File: config.mk
export PLATFORM = sky130hd
export DESIGN_NAME = apu_mem_arbiter_flat
export DESIGN_NICKNAME = d
export VERILOG_FILES = /design/src/rtl/apu_mem_arbiter_pkg.sv /design/src/rtl/apu_mem_arbiter_if.sv /design/src/rtl/apu_mem_arbiter_rr_pick.sv /design/src/rtl/apu_mem_arbiter.sv /design/src/flat_wrapper.sv
export SDC_FILE = /design/constraint.sdc
export NUM_CORES = 1
export LEC_CHECK = 0
export ABC_CLOCK_PERIOD_IN_PS = 2700
export BUFFER_PORTS_ARGS = -buffer_cell sky130_fd_sc_hd__buf_2
export CAP_MARGIN = 20
export CORE_MARGIN = 5
export CORE_UTILIZATION = 41
export CTS_BUF_LIST = sky130_fd_sc_hd__clkbuf_4
export CTS_CLUSTER_DIAMETER = 150
export DETAILED_ROUTE_END_ITERATION = 8
export PLACE_DENSITY = 0.79
export SLEW_MARGIN = 20
export SYNTH_ARGS = -nofsm -noshare
export SYNTH_HDL_FRONTEND = slang
export SYNTH_SLANG_ARGS = --single-unit
File: constraint.sdc
create_clock -name clk -period 2.7 [get_ports clk]
set_clock_uncertainty 0.05 [all_clocks]
set_input_delay 0.81 -clock clk [delete_from_list [all_inputs] [get_ports clk]]
set_output_delay 0.81 -clock clk [all_outputs]
set_load 0.1 [all_outputs]
File: src/rtl/apu_mem_arbiter_pkg.sv
// Shared types and widths for the APU memory arbiter slice.
package apu_mem_pkg;

   localparam int ADDR_W = 32;
   localparam int DATA_W = 16;

   // Arbiter FSM: wait for a request, hold the memory strobe, pulse the response.
   typedef enum logic [1:0] {
      IDLE,
      BUSY,
      RESP
   } state_e;

   // Operation latched for the granted requester.
   typedef enum logic {
      OP_READ,
      OP_WRITE
   } op_e;

endpackage

File: src/rtl/apu_mem_arbiter_if.sv
// Requester-side and memory-side bus of the APU memory arbiter.
// master = the arbiter itself, slave = the cores plus the memory around it.
interface apu_mem_arbiter_if #(
   parameter int N_REQ = 4
);
   import apu_mem_pkg::*;

   // Requester side, one slice per APU core
   logic [N_REQ*ADDR_W-1:0] req_addr;
   logic [N_REQ*DATA_W-1:0] req_wdata;
   logic [N_REQ-1:0]        req_re;
   logic [N_REQ-1:0]        req_we;
   logic [N_REQ-1:0]        req_ram;
   logic [DATA_W-1:0]       req_rdata;
   logic [N_REQ-1:0]        req_ready;
   logic [N_REQ-1:0]        req_wack;
   logic [N_REQ-1:0]        timeout_flag;

   // Memory side, single shared port
   logic [ADDR_W-1:0]       mem_addr;
   logic [DATA_W-1:0]       mem_wdata;
   logic                    mem_re;
   logic                    mem_we;
   logic                    mem_ram;
   logic [DATA_W-1:0]       mem_rdata;
   logic                    mem_ready;
   logic                    mem_wack;

   modport master (
      input  req_addr, req_wdata, req_re, req_we, req_ram,
      input  mem_rdata, mem_ready, mem_wack,
      output req_rdata, req_ready, req_wack, timeout_flag,
      output mem_addr, mem_wdata, mem_re, mem_we, mem_ram
   );

   modport slave (
      output req_addr, req_wdata, req_re, req_we, req_ram,
      output mem_rdata, mem_ready, mem_wack,
      input  req_rdata, req_ready, req_wack, timeout_flag,
      input  mem_addr, mem_wdata, mem_re, mem_we, mem_ram
   );

endinterface

File: src/rtl/apu_mem_arbiter_rr_pick.sv
// Combinational round-robin selector: first requester at or after the
// pointer, wrapping modulo N_REQ.
module rr_pick #(
   parameter  int N_REQ = 4,
   localparam int IDX_W = $clog2(N_REQ)
) (
   input  logic [N_REQ-1:0] req_i,
   input  logic [IDX_W-1:0] ptr_i,
   output logic [N_REQ-1:0] grant_o,
   output logic [IDX_W-1:0] idx_o,
   output logic             valid_o
);

   // Scan N_REQ candidates starting at the pointer; the first hit wins.
   always_comb begin
      int cand;
      // NOTE: every output gets a default before the loop, so no path leaves
      // a value unassigned and no latch is inferred.
      grant_o = '0;
      idx_o   = '0;
      valid_o = 1'b0;
      cand    = 0;
      for (int off = 0; off < N_REQ; off++) begin
         cand = int'(ptr_i) + off;
         if (cand >= N_REQ) cand = cand - N_REQ;
         if (!valid_o && req_i[cand[IDX_W-1:0]]) begin
            grant_o[cand[IDX_W-1:0]] = 1'b1;
            idx_o                    = cand[IDX_W-1:0];
            valid_o                  = 1'b1;
         end
      end
   end

endmodule

File: src/rtl/apu_mem_arbiter.sv
// Shares one memory/BRAM port between N_REQ APU cores. One transaction is
// outstanding at a time; the completion comes back to the granted core as a
// one-cycle pulse, and a timeout forces completion if memory never answers.
module apu_mem_arbiter
   import apu_mem_pkg::*;
#(
   parameter int N_REQ   = 4,
   parameter int TIMEOUT = 255
) (
   input logic               clk,
   input logic               rst,
   apu_mem_arbiter_if.master bus
);

   localparam int              IDX_W    = $clog2(N_REQ);
   localparam int              CNT_W    = (TIMEOUT > 0) ? $clog2(TIMEOUT + 1) : 1;
   localparam bit              TMO_EN   = (TIMEOUT > 0);
   localparam logic [IDX_W-1:0] LAST_IDX = IDX_W'(N_REQ - 1);

   // Arbitration inputs
   logic [N_REQ-1:0]  req_any;
   logic [N_REQ-1:0]  pick_grant;
   logic [IDX_W-1:0]  pick_idx;
   logic              pick_valid;
   logic [ADDR_W-1:0] sel_addr;
   logic [DATA_W-1:0] sel_wdata;
   logic              sel_ram;
   logic              sel_we;

   // FSM state and latched transaction
   state_e            state_q;
   op_e               op_q;
   logic [IDX_W-1:0]  winner_q;
   logic [IDX_W-1:0]  ptr_q;
   logic [CNT_W-1:0]  tmo_cnt_q;
   logic [N_REQ-1:0]  winner_oh;
   logic              mem_done;
   logic              tmo_hit;

   // Registered outputs
   logic [ADDR_W-1:0] mem_addr_q;
   logic [DATA_W-1:0] mem_wdata_q;
   logic              mem_re_q;
   logic              mem_we_q;
   logic              mem_ram_q;
   logic [DATA_W-1:0] req_rdata_q;
   logic [N_REQ-1:0]  req_ready_q;
   logic [N_REQ-1:0]  req_wack_q;
   logic [N_REQ-1:0]  timeout_flag_q;

   // A core is requesting on either strobe; a write wins over a read.
   assign req_any = bus.req_re | bus.req_we;

   rr_pick #(
      .N_REQ (N_REQ)
   ) u_pick (
      .req_i   (req_any),
      .ptr_i   (ptr_q),
      .grant_o (pick_grant),
      .idx_o   (pick_idx),
      .valid_o (pick_valid)
   );

   // Steer the winning core's address, data, target and op with the one-hot grant.
   always_comb begin
      sel_addr  = '0;
      sel_wdata = '0;
      sel_ram   = 1'b0;
      sel_we    = 1'b0;
      for (int i = 0; i < N_REQ; i++) begin
         if (pick_grant[i]) begin
            sel_addr  = bus.req_addr[ADDR_W*i +: ADDR_W];
            sel_wdata = bus.req_wdata[DATA_W*i +: DATA_W];
            sel_ram   = bus.req_ram[i];
            sel_we    = bus.req_we[i];
         end
      end
   end

   // Only the completion matching the latched op ends the transaction.
   assign mem_done  = (op_q == OP_WRITE) ? bus.mem_wack : bus.mem_ready;
   assign tmo_hit   = TMO_EN && (tmo_cnt_q == CNT_W'(TIMEOUT));
   assign winner_oh = N_REQ'(1) << winner_q;

   // Arbiter FSM with all outputs registered; synchronous active-high reset.
   always_ff @(posedge clk) begin
      if (rst) begin
         // NOTE: sequential state uses non-blocking assignments only, so every
         // register samples pre-edge values regardless of statement order.
         state_q        <= IDLE;
         op_q           <= OP_READ;
         winner_q       <= '0;
         ptr_q          <= '0;
         tmo_cnt_q      <= '0;
         mem_addr_q     <= '0;
         mem_wdata_q    <= '0;
         mem_re_q       <= 1'b0;
         mem_we_q       <= 1'b0;
         mem_ram_q      <= 1'b0;
         req_rdata_q    <= '0;
         req_ready_q    <= '0;
         req_wack_q     <= '0;
         timeout_flag_q <= '0;
      end else begin
         unique case (state_q)
            IDLE: begin
               if (pick_valid) begin
                  winner_q    <= pick_idx;
                  mem_addr_q  <= sel_addr;
                  mem_wdata_q <= sel_wdata;
                  mem_ram_q   <= sel_ram;
                  op_q        <= sel_we ? OP_WRITE : OP_READ;
                  mem_re_q    <= !sel_we;
                  mem_we_q    <= sel_we;
                  tmo_cnt_q   <= '0;
                  state_q     <= BUSY;
               end
            end
            BUSY: begin
               if (mem_done || tmo_hit) begin
                  mem_re_q <= 1'b0;
                  mem_we_q <= 1'b0;
                  if (op_q == OP_READ) begin
                     req_ready_q <= winner_oh;
                     // A forced completion returns zero, never stale bus data.
                     req_rdata_q <= mem_done ? bus.mem_rdata : '0;
                  end else begin
                     req_wack_q <= winner_oh;
                  end
                  if (!mem_done) timeout_flag_q[winner_q] <= 1'b1;
                  state_q <= RESP;
               end else begin
                  tmo_cnt_q <= tmo_cnt_q + 1'b1;
               end
            end
            RESP: begin
               req_ready_q <= '0;
               req_wack_q  <= '0;
               ptr_q       <= (winner_q == LAST_IDX) ? '0 : winner_q + 1'b1;
               state_q     <= IDLE;
            end
            default: state_q <= IDLE;
         endcase
      end
   end

   assign bus.mem_addr     = mem_addr_q;
   assign bus.mem_wdata    = mem_wdata_q;
   assign bus.mem_re       = mem_re_q;
   assign bus.mem_we       = mem_we_q;
   assign bus.mem_ram      = mem_ram_q;
   assign bus.req_rdata    = req_rdata_q;
   assign bus.req_ready    = req_ready_q;
   assign bus.req_wack     = req_wack_q;
   assign bus.timeout_flag = timeout_flag_q;

endmodule

File: src/flat_wrapper.sv
// flat-port wrapper written by rule: the top's interface ports become plain ports
module apu_mem_arbiter_flat import apu_mem_pkg::*;
#(
   parameter int N_REQ   = 4,
   parameter int TIMEOUT = 255
)
  (clk, rst, bus_req_addr, bus_req_wdata, bus_req_re, bus_req_we, bus_req_ram, bus_mem_rdata, bus_mem_ready, bus_mem_wack, bus_req_rdata, bus_req_ready, bus_req_wack, bus_timeout_flag, bus_mem_addr, bus_mem_wdata, bus_mem_re, bus_mem_we, bus_mem_ram);
  apu_mem_arbiter_if #(.N_REQ(N_REQ)) bus_i ();
  input logic clk;
  input logic rst;
  input wire logic [$bits(bus_i.req_addr)-1:0] bus_req_addr;
  input wire logic [$bits(bus_i.req_wdata)-1:0] bus_req_wdata;
  input wire logic [$bits(bus_i.req_re)-1:0] bus_req_re;
  input wire logic [$bits(bus_i.req_we)-1:0] bus_req_we;
  input wire logic [$bits(bus_i.req_ram)-1:0] bus_req_ram;
  input wire logic [$bits(bus_i.mem_rdata)-1:0] bus_mem_rdata;
  input wire logic [$bits(bus_i.mem_ready)-1:0] bus_mem_ready;
  input wire logic [$bits(bus_i.mem_wack)-1:0] bus_mem_wack;
  output wire logic [$bits(bus_i.req_rdata)-1:0] bus_req_rdata;
  output wire logic [$bits(bus_i.req_ready)-1:0] bus_req_ready;
  output wire logic [$bits(bus_i.req_wack)-1:0] bus_req_wack;
  output wire logic [$bits(bus_i.timeout_flag)-1:0] bus_timeout_flag;
  output wire logic [$bits(bus_i.mem_addr)-1:0] bus_mem_addr;
  output wire logic [$bits(bus_i.mem_wdata)-1:0] bus_mem_wdata;
  output wire logic [$bits(bus_i.mem_re)-1:0] bus_mem_re;
  output wire logic [$bits(bus_i.mem_we)-1:0] bus_mem_we;
  output wire logic [$bits(bus_i.mem_ram)-1:0] bus_mem_ram;
  assign bus_i.req_addr = bus_req_addr;
  assign bus_i.req_wdata = bus_req_wdata;
  assign bus_i.req_re = bus_req_re;
  assign bus_i.req_we = bus_req_we;
  assign bus_i.req_ram = bus_req_ram;
  assign bus_i.mem_rdata = bus_mem_rdata;
  assign bus_i.mem_ready = bus_mem_ready;
  assign bus_i.mem_wack = bus_mem_wack;
  assign bus_req_rdata = bus_i.req_rdata;
  assign bus_req_ready = bus_i.req_ready;
  assign bus_req_wack = bus_i.req_wack;
  assign bus_timeout_flag = bus_i.timeout_flag;
  assign bus_mem_addr = bus_i.mem_addr;
  assign bus_mem_wdata = bus_i.mem_wdata;
  assign bus_mem_re = bus_i.mem_re;
  assign bus_mem_we = bus_i.mem_we;
  assign bus_mem_ram = bus_i.mem_ram;
  apu_mem_arbiter #(.N_REQ(N_REQ), .TIMEOUT(TIMEOUT)) u_core (.clk(clk), .rst(rst), .bus(bus_i));
endmodule
==> impl_metrics.ini, run 1 <==
[logic_synthesis]
synth.mux.area_fraction_pct = 3.39
yosysMostFrequentCell = sky130_fd_sc_hd__dfxtp_1
synth-seq-area-share_pct = 36.1
most_instantiated_flip_flop_cell_in_the_synthesis_netlist = sky130_fd_sc_hd__dfxtp_1
post_synth_and_or_nand_nor_area_fraction_pct = 11.6
post_synth_xor_area_fraction_pct = 0.840
number_of_distinct_standard_cells_referenced_by_the_synthesized_netlist = 50
synth_top_area_share_pct = 36.1
top_post_synthesis_cells_by_count = 94 x sky130_fd_sc_hd__dfxtp_1, 59 x sky130_fd_sc_hd__inv_1, 52 x sky130_fd_sc_hd__a221oi_1
synth_seq_cells = 94
synthesis.instances = 575
synth_area_leader_cell = sky130_fd_sc_hd__dfxtp_1
main_combinational_cell_family_by_area_after_synthesis = compound AO/OA/AOI/OAI gates
synthAdderAreaFrac_pct = 3.36
synth_compound_area_share_pct = 36.4
synthesized_cell_area_sq_um = 5210
synth.net_count = 813
synth_area_per_cell_sq_um = 9.06
post_synth_main_area_contributors = sky130_fd_sc_hd__dfxtp_1 36%, sky130_fd_sc_hd__a2111oi_2 14%, sky130_fd_sc_hd__a221oi_1 8.7%
ys_async_sr_fraction_pct = 0
ys_warn_count = 0
synth_enable_flop_cells = 0

[sta]
timing.slew.headroom_pct = 31.7
final_critical_path_required_period_ns = 2.91
finalCritPeriodShare_pct = 108
setup_slack_ns = -0.213
setup-violations-final = 50
worst_slew_pin_slew_ns = 1.02
rsz0062_at_grt = yes
slew_viol_final = 0
hold_viol = 0
fmax_mhz = 343

[global_routing]
grt_antenna_before_repair = 2
maximum_number_of_pins_on_one_net_before_global_route_repair = 53
gr-total-overflow = 0
grt.total_usage_pct = 25.5
number_of_global_route_vias_before_repair = 6022
grt_first_pass_wirelength_um = 30500

[power_and_ir_drop]
powerDensity_nw_per_um2 = 733
power_leakage_uw = 0.00387
irDropWorstVdd_v = 0.000483
post-layout-total-power_uw = 6390

[placed_design]
detailedPlacementHpwl_um = 15100
placed_cells_incl_taps = 1061
port-buffer-count = 302
final_wtd_congestion = 0.954
placed_area_sq_um = 7330

[route]
detail_route.vias_per_cell = 5.88
drc_errors = 0
top_layer = met4
met3_length_um = 2550
detailroute.via_count = 6484
detailedRoute.firstIterationViolations = 581
wirelength_um = 24500
antenna_violating_nets_post_route = 0
post_route_met1_wirelength_um = 8910
routedWlPerCell_um = 22.2
met2RoutedLength_um = 12100
drt_pre_antenna_iters = 6

[worst_hold_path]
timing.hold.worst.class = reg2reg
hold_depth = 2
min_to = u_core.bus.req_rdata[11]$_SDFFE_PP0P_
holdCritStartpoint = u_core.bus.req_rdata[11]$_SDFFE_PP0P_

[finish]
final_nets = 1162
final-instance-count-excl-fill = 1103
area_growth_pct = 67.3
final_cell_area_sq_um = 8720
drive_above_1_share_pct = 56.4
utilization_after_layout_pct = 69.7

[cts]
cts.reportedPaths.clkPinSlew_ns = 0.19
worstSkewPairLatency_ns = 0.48
clockRootBuffer = sky130_fd_sc_hd__clkbuf_4
cts_hold_buf = 0
clock_sink_count = 94
cts_max_path_bufs = 2
tritoncts = built
cts_htree_levels = 3
numCtsBuffers = 9

[setup_path]
r2r-end = u_core.bus.mem_addr[21]$_SDFFE_PP0P_
slowest_stage = sky130_fd_sc_hd__a2111oi_2
critical-path-max-stage-delay_ns = 0.40
endpoint_kind = flop
path_cells = inv_2 > ha_4 > buf_6 > o21a_1 > mux2i_2 > o22ai_2 > buf_4 > a222oi_1 > a21boi_4 > buf_6 > nor3_4 > buf_12 > clkbuf_16 > a2111oi_2
cp.arrival_ns = 3.27
path_max_fanout = 10
timing.reg2reg.worst_path_depth = 14
worstSetupStartpointType = flop
setup.reg_to_reg.worst_slack_ns = -0.21
cell_repeated_most_along_the_worst_path = sky130_fd_sc_hd__buf_6
critical_path.reg2reg.startpoint = u_core.ptr_q[0]$_SDFFE_PP0P_
critical_setup_path_class = reg2reg
crit_path_start = u_core.ptr_q[0]$_SDFFE_PP0P_
timing.critical_path.required_ns = 3.05

[die]
placeableCoreArea_sq_um = 12500
fp.dieH_um = 123
die_w_um = 123
fp-row-count = 41
initial_core_util_pct = 41.6
dieArea_sq_um = 15100
floorplan.io_pins = 303

[job]
cap_viol_max_count = 0

[status]
violations = setup timing
result_of_the_run = finished with violations
-- cell type report --
type	count	area, sq um
Tap cell	172	215
Clock buffer	9	67.6
Multi-Input combinational cell	375	3680
Inverter	59	221
Sequential cell	94	1880
Antenna cell	2	5.00
Fill cell	987	3800
Timing Repair Buffer	385	2560
Clock inverter	7	88.8
-- per-stage QoR --
step / hold slack (ns) / setup TNS [ns] / worst slack [ns]
floorplan: 0.399 / -0.572 / -0.0122
global placement: 0.385 / -16.70 / -0.363
detailed placement: 0.391 / -19.57 / -0.429
CTS: 0.411 / -3.54 / -0.114
global route: 0.434 / -10.87 / -0.295
finish: 0.412 / -6.63 / -0.213
-- critical path, delay by kind of cell (launching register included) --
kind / cells / cell delay, ns
simple gates: 1 / 0.04
fa+ha+maj: 1 / 0.26
compound gates: 5 / 1.13
flops: 1 / 0.37
buf+inv: 6 / 0.80
mux: 1 / 0.19
-- routing by layer --
layer  vias up  global-route usage [%]
met1      3074                    30.8
met3        84                    7.28
li1       2925                       -
met5         -                       0
met4         0                    9.10
met2       401                    43.3
-- cells in the final DEF (no fill, tap or decap), drive strengths merged, types with 19 or more instances in the layout --
cell type	synthesis	final
clkbuf	26	19
o22ai	50	50
nor2	34	34
buf	21	375
inv	59	63
a2111oi	49	49
dfxtp	94	94
a21oi	33	33
a221oi	52	52
nand2	35	35
nand3	29	29
-- power by group --
| part | internal (uW) | switching (uW) |
|---|---|---|
| clock network | 303 | 558 |
| logic | 1180 | 2630 |
| registers | 1590 | 123 |
| total | 3080 | 3310 |
-- registers in the layout (all words and copies together), names as in the netlist, 4 cells and up --
name                     count
u_core.bus.mem_addr         32
u_core.bus.timeout_flag      4
u_core.bus.req_ready         4
u_core.bus.req_rdata        16
u_core.bus.req_wack          4
u_core.tmo_cnt_q             8
u_core.bus.mem_wdata        16
-- worst max-delay path by stage --
stage | slack, ns | to
3_3_place_gp | -0.36 | u_core.bus.mem_addr[4]$_SDFFE_PP0P_
5_1_grt | -0.29 | u_core.bus.mem_wdata[12]$_SDFFE_PP0P_
2_1_floorplan | -0.01 | u_core.bus.mem_wdata[10]$_SDFFE_PP0P_
6_report | -0.21 | u_core.bus.mem_addr[21]$_SDFFE_PP0P_
4_1_cts | -0.11 | u_core.bus.mem_wdata[7]$_SDFFE_PP0P_
3_5_place_dp | -0.43 | u_core.bus.mem_addr[14]$_SDFFE_PP0P_
-- repair_timing --
item	4_1_cts	5_1_grt
gates cloned	2	13
pin swaps	5	13
setup buffers	6	4
setup endpoints to repair	51	52
gates resized for setup	35	70
-- cells by family (layout without fill, tap and decap cells) --
kind of cell | after synthesis | count (layout)
AND/OR/NAND/NOR | 127 | 127
flip-flops | 94 | 94
adder cells (fa/ha/maj) | 14 | 14
XOR/XNOR | 5 | 5
multiplexers | 15 | 15
AO/OA/AOI/OAI | 214 | 214
buffers and inverters | 106 | 460
other | 0 | 2
Note: power is estimated with default switching activity, not from simulation.
==> inputs of run 2 (changes only) <==
CORE_AREA = 2 2 116 118   (was default)
CORE_MARGIN = default   (was 5)
CORE_UTILIZATION = default   (was 41)
DIE_AREA = 0 0 118 120   (was default)
PLACE_DENSITY = 0.78   (was 0.79)
==> impl_metrics.ini, run 2 (same netlist as run 1, synthesis figures left out) <==
[die]
dieArea_sq_um = 14200
fp-row-count = 42
floorplan.io_pins = 303
initial_core_util_pct = 40.1
placeableCoreArea_sq_um = 13000
die_w_um = 118
fp.dieH_um = 120

[sta]
final_critical_path_required_period_ns = 2.79
fmax_mhz = 359
worst_slew_pin_slew_ns = 0.983
rsz0062_at_grt = yes
setup-violations-final = 50
slew_viol_final = 0
hold_viol = 0
setup_slack_ns = -0.0884
finalCritPeriodShare_pct = 103
timing.slew.headroom_pct = 34.2

[cts]
numCtsBuffers = 9
cts.reportedPaths.clkPinSlew_ns = 0.16
cts_hold_buf = 0
tritoncts = built
cts_htree_levels = 3
cts_max_path_bufs = 2
worstSkewPairLatency_ns = 0.47
clock_sink_count = 94
clockRootBuffer = sky130_fd_sc_hd__clkbuf_4

[finish]
final_cell_mix = 301 x sky130_fd_sc_hd__buf_2, 92 x sky130_fd_sc_hd__dfxtp_1, 56 x sky130_fd_sc_hd__inv_1, 50 x sky130_fd_sc_hd__a221oi_1, 49 x sky130_fd_sc_hd__o22ai_1
final_nets = 1152
area_growth_pct = 52.1
largest_register_ffs = 32
layout.cells.most_common = sky130_fd_sc_hd__buf_2
filler_cell_count = 1127
final_cell_area_sq_um = 7930
drive_above_1_share_pct = 51.4

[route]
drt_pre_antenna_iters = 5
detail_route.vias_per_cell = 5.54
detailedRoute.firstIterationViolations = 434
detailroute.via_count = 6071
antenna_violating_nets_post_route = 0
drc_errors = 0
routedWlPerCell_um = 18.1
wirelength_um = 19800

[global_routing]
number_of_global_route_vias_before_repair = 5751
grt.total_usage_pct = 26.2
grt_first_pass_wirelength_um = 29500
grt_antenna_before_repair = 4
gr-total-overflow = 0
maximum_number_of_pins_on_one_net_before_global_route_repair = 53

[power_and_ir_drop]
power_leakage_uw = 0.00365
powerDensity_nw_per_um2 = 745
post-layout-total-power_uw = 5900
irDropWorstVdd_v = 0.000410

[setup_path]
path_cells = inv_2 > ha_4 > buf_6 > o21a_1 > mux2i_1 > o22ai_2 > a222oi_1 > nand2_2 > a21oi_4 > buf_12 > buf_12 > a221oi_1 > a2111oi_2
critical-path-max-stage-delay_ns = 0.38
cell_repeated_most_along_the_worst_path = sky130_fd_sc_hd__buf_12
path_max_fanout = 14
cp.arrival_ns = 3.12
critical_setup_path_class = reg2reg
timing.critical_path.required_ns = 3.04
critical_path.reg2reg.startpoint = u_core.ptr_q[0]$_SDFFE_PP0P_
endpoint_kind = flop
worst_setup_path_endpoint = u_core.bus.mem_addr[27]$_SDFFE_PP0P_
r2r-end = u_core.bus.mem_addr[27]$_SDFFE_PP0P_
crit_path_start = u_core.ptr_q[0]$_SDFFE_PP0P_
setup.reg_to_reg.worst_slack_ns = -0.09
slowest_stage = sky130_fd_sc_hd__a222oi_1
worstSetupStartpointType = flop
timing.reg2reg.worst_path_depth = 13

[status]
violations = setup timing
result_of_the_run = finished with violations

[placed_design]
placed_area_sq_um = 7470
port-buffer-count = 302
final_wtd_congestion = 0.888
detailedPlacementHpwl_um = 14400

[job]
cap_viol_max_count = 0

[worst_hold_path]
timing.hold.worst.class = reg2reg
-- run 2: power by group --
group	internal, uW	switching [uW]	leakage (uW)	total [uW]
Sequential	1590	112	0.000773	1700
Combinational	990	2340	0.00279	3330
Clock	372	503	0.0000838	876
-- run 2: timing repair --
item / in CTS / in global routing
gates cloned: 1 / 3
pin swaps: 2 / 6
setup buffers: 2 / 3
setup endpoints to repair: 51 / 52
gates resized for setup: 11 / 14
-- run 2: critical path: cells and delay by family (launching register included) --
kind,cells,cell delay (ns)
AO/OA/AOI/OAI,6,1.21
flip-flops,1,0.36
AND/OR/NAND/NOR,1,0.15
buffers and inverters,4,0.48
adder cells (fa/ha/maj),1,0.25
multiplexers,1,0.19
-- run 2: how the worst min path moves through the flow --
stage / startpoint / end / depth (start not counted)
3_3_place_gp: u_core.bus.req_rdata[1]$_SDFFE_PP0P_ / u_core.bus.req_rdata[1]$_SDFFE_PP0P_ / 2
5_1_grt: u_core.bus.req_rdata[10]$_SDFFE_PP0P_ / u_core.bus.req_rdata[10]$_SDFFE_PP0P_ / 2
2_1_floorplan: u_core.tmo_cnt_q[1]$_SDFFE_PP0P_ / u_core.tmo_cnt_q[1]$_SDFFE_PP0P_ / 2
3_5_place_dp: u_core.bus.req_rdata[6]$_SDFFE_PP0P_ / u_core.bus.req_rdata[6]$_SDFFE_PP0P_ / 2
4_1_cts: u_core.bus.req_rdata[6]$_SDFFE_PP0P_ / u_core.bus.req_rdata[6]$_SDFFE_PP0P_ / 2
6_report: u_core.bus.req_rdata[5]$_SDFFE_PP0P_ / u_core.bus.req_rdata[5]$_SDFFE_PP0P_ / 2
-- run 2: per-stage QoR --
step / hold slack, ns / worst slack (ns) / utilization [%] / cells / setup TNS (ns)
after global routing: 0.421 / -0.232 / 61.0 / 1094 / -8.36
final: 0.408 / -0.0884 / 61.1 / 1096 / -2.61
after detailed placement: 0.392 / -0.516 / 57.6 / 1071 / -20.48
after global placement: 0.385 / -0.405 / 57.6 / 1071 / -19.64
after CTS: 0.409 / -0.0688 / 59.6 / 1088 / -1.49
after floorplan: 0.399 / -0.0122 / - / 575 / -0.572
-- run 2: layer usage --
layer	share of wire, %	up-vias	global-route usage, %
met4	2.9	2	10.6
met1	40	2829	32.4
met2	49	301	43.8
met3	8.4	50	6.23
met5	0.066	-	0
li1	-	2889	-
-- run 2: area by class of cell --
type	count	area (sq um)	area share, %
multi-input cells	375	3080	38.9
clock inverters	5	85.1	1.07
well taps	176	220	2.78
repair buffers	375	2360	29.8
inverters	59	221	2.79
flip-flops and latches	94	1880	23.8
clock buffers	9	67.6	0.852
diodes	3	7.51	0.0947
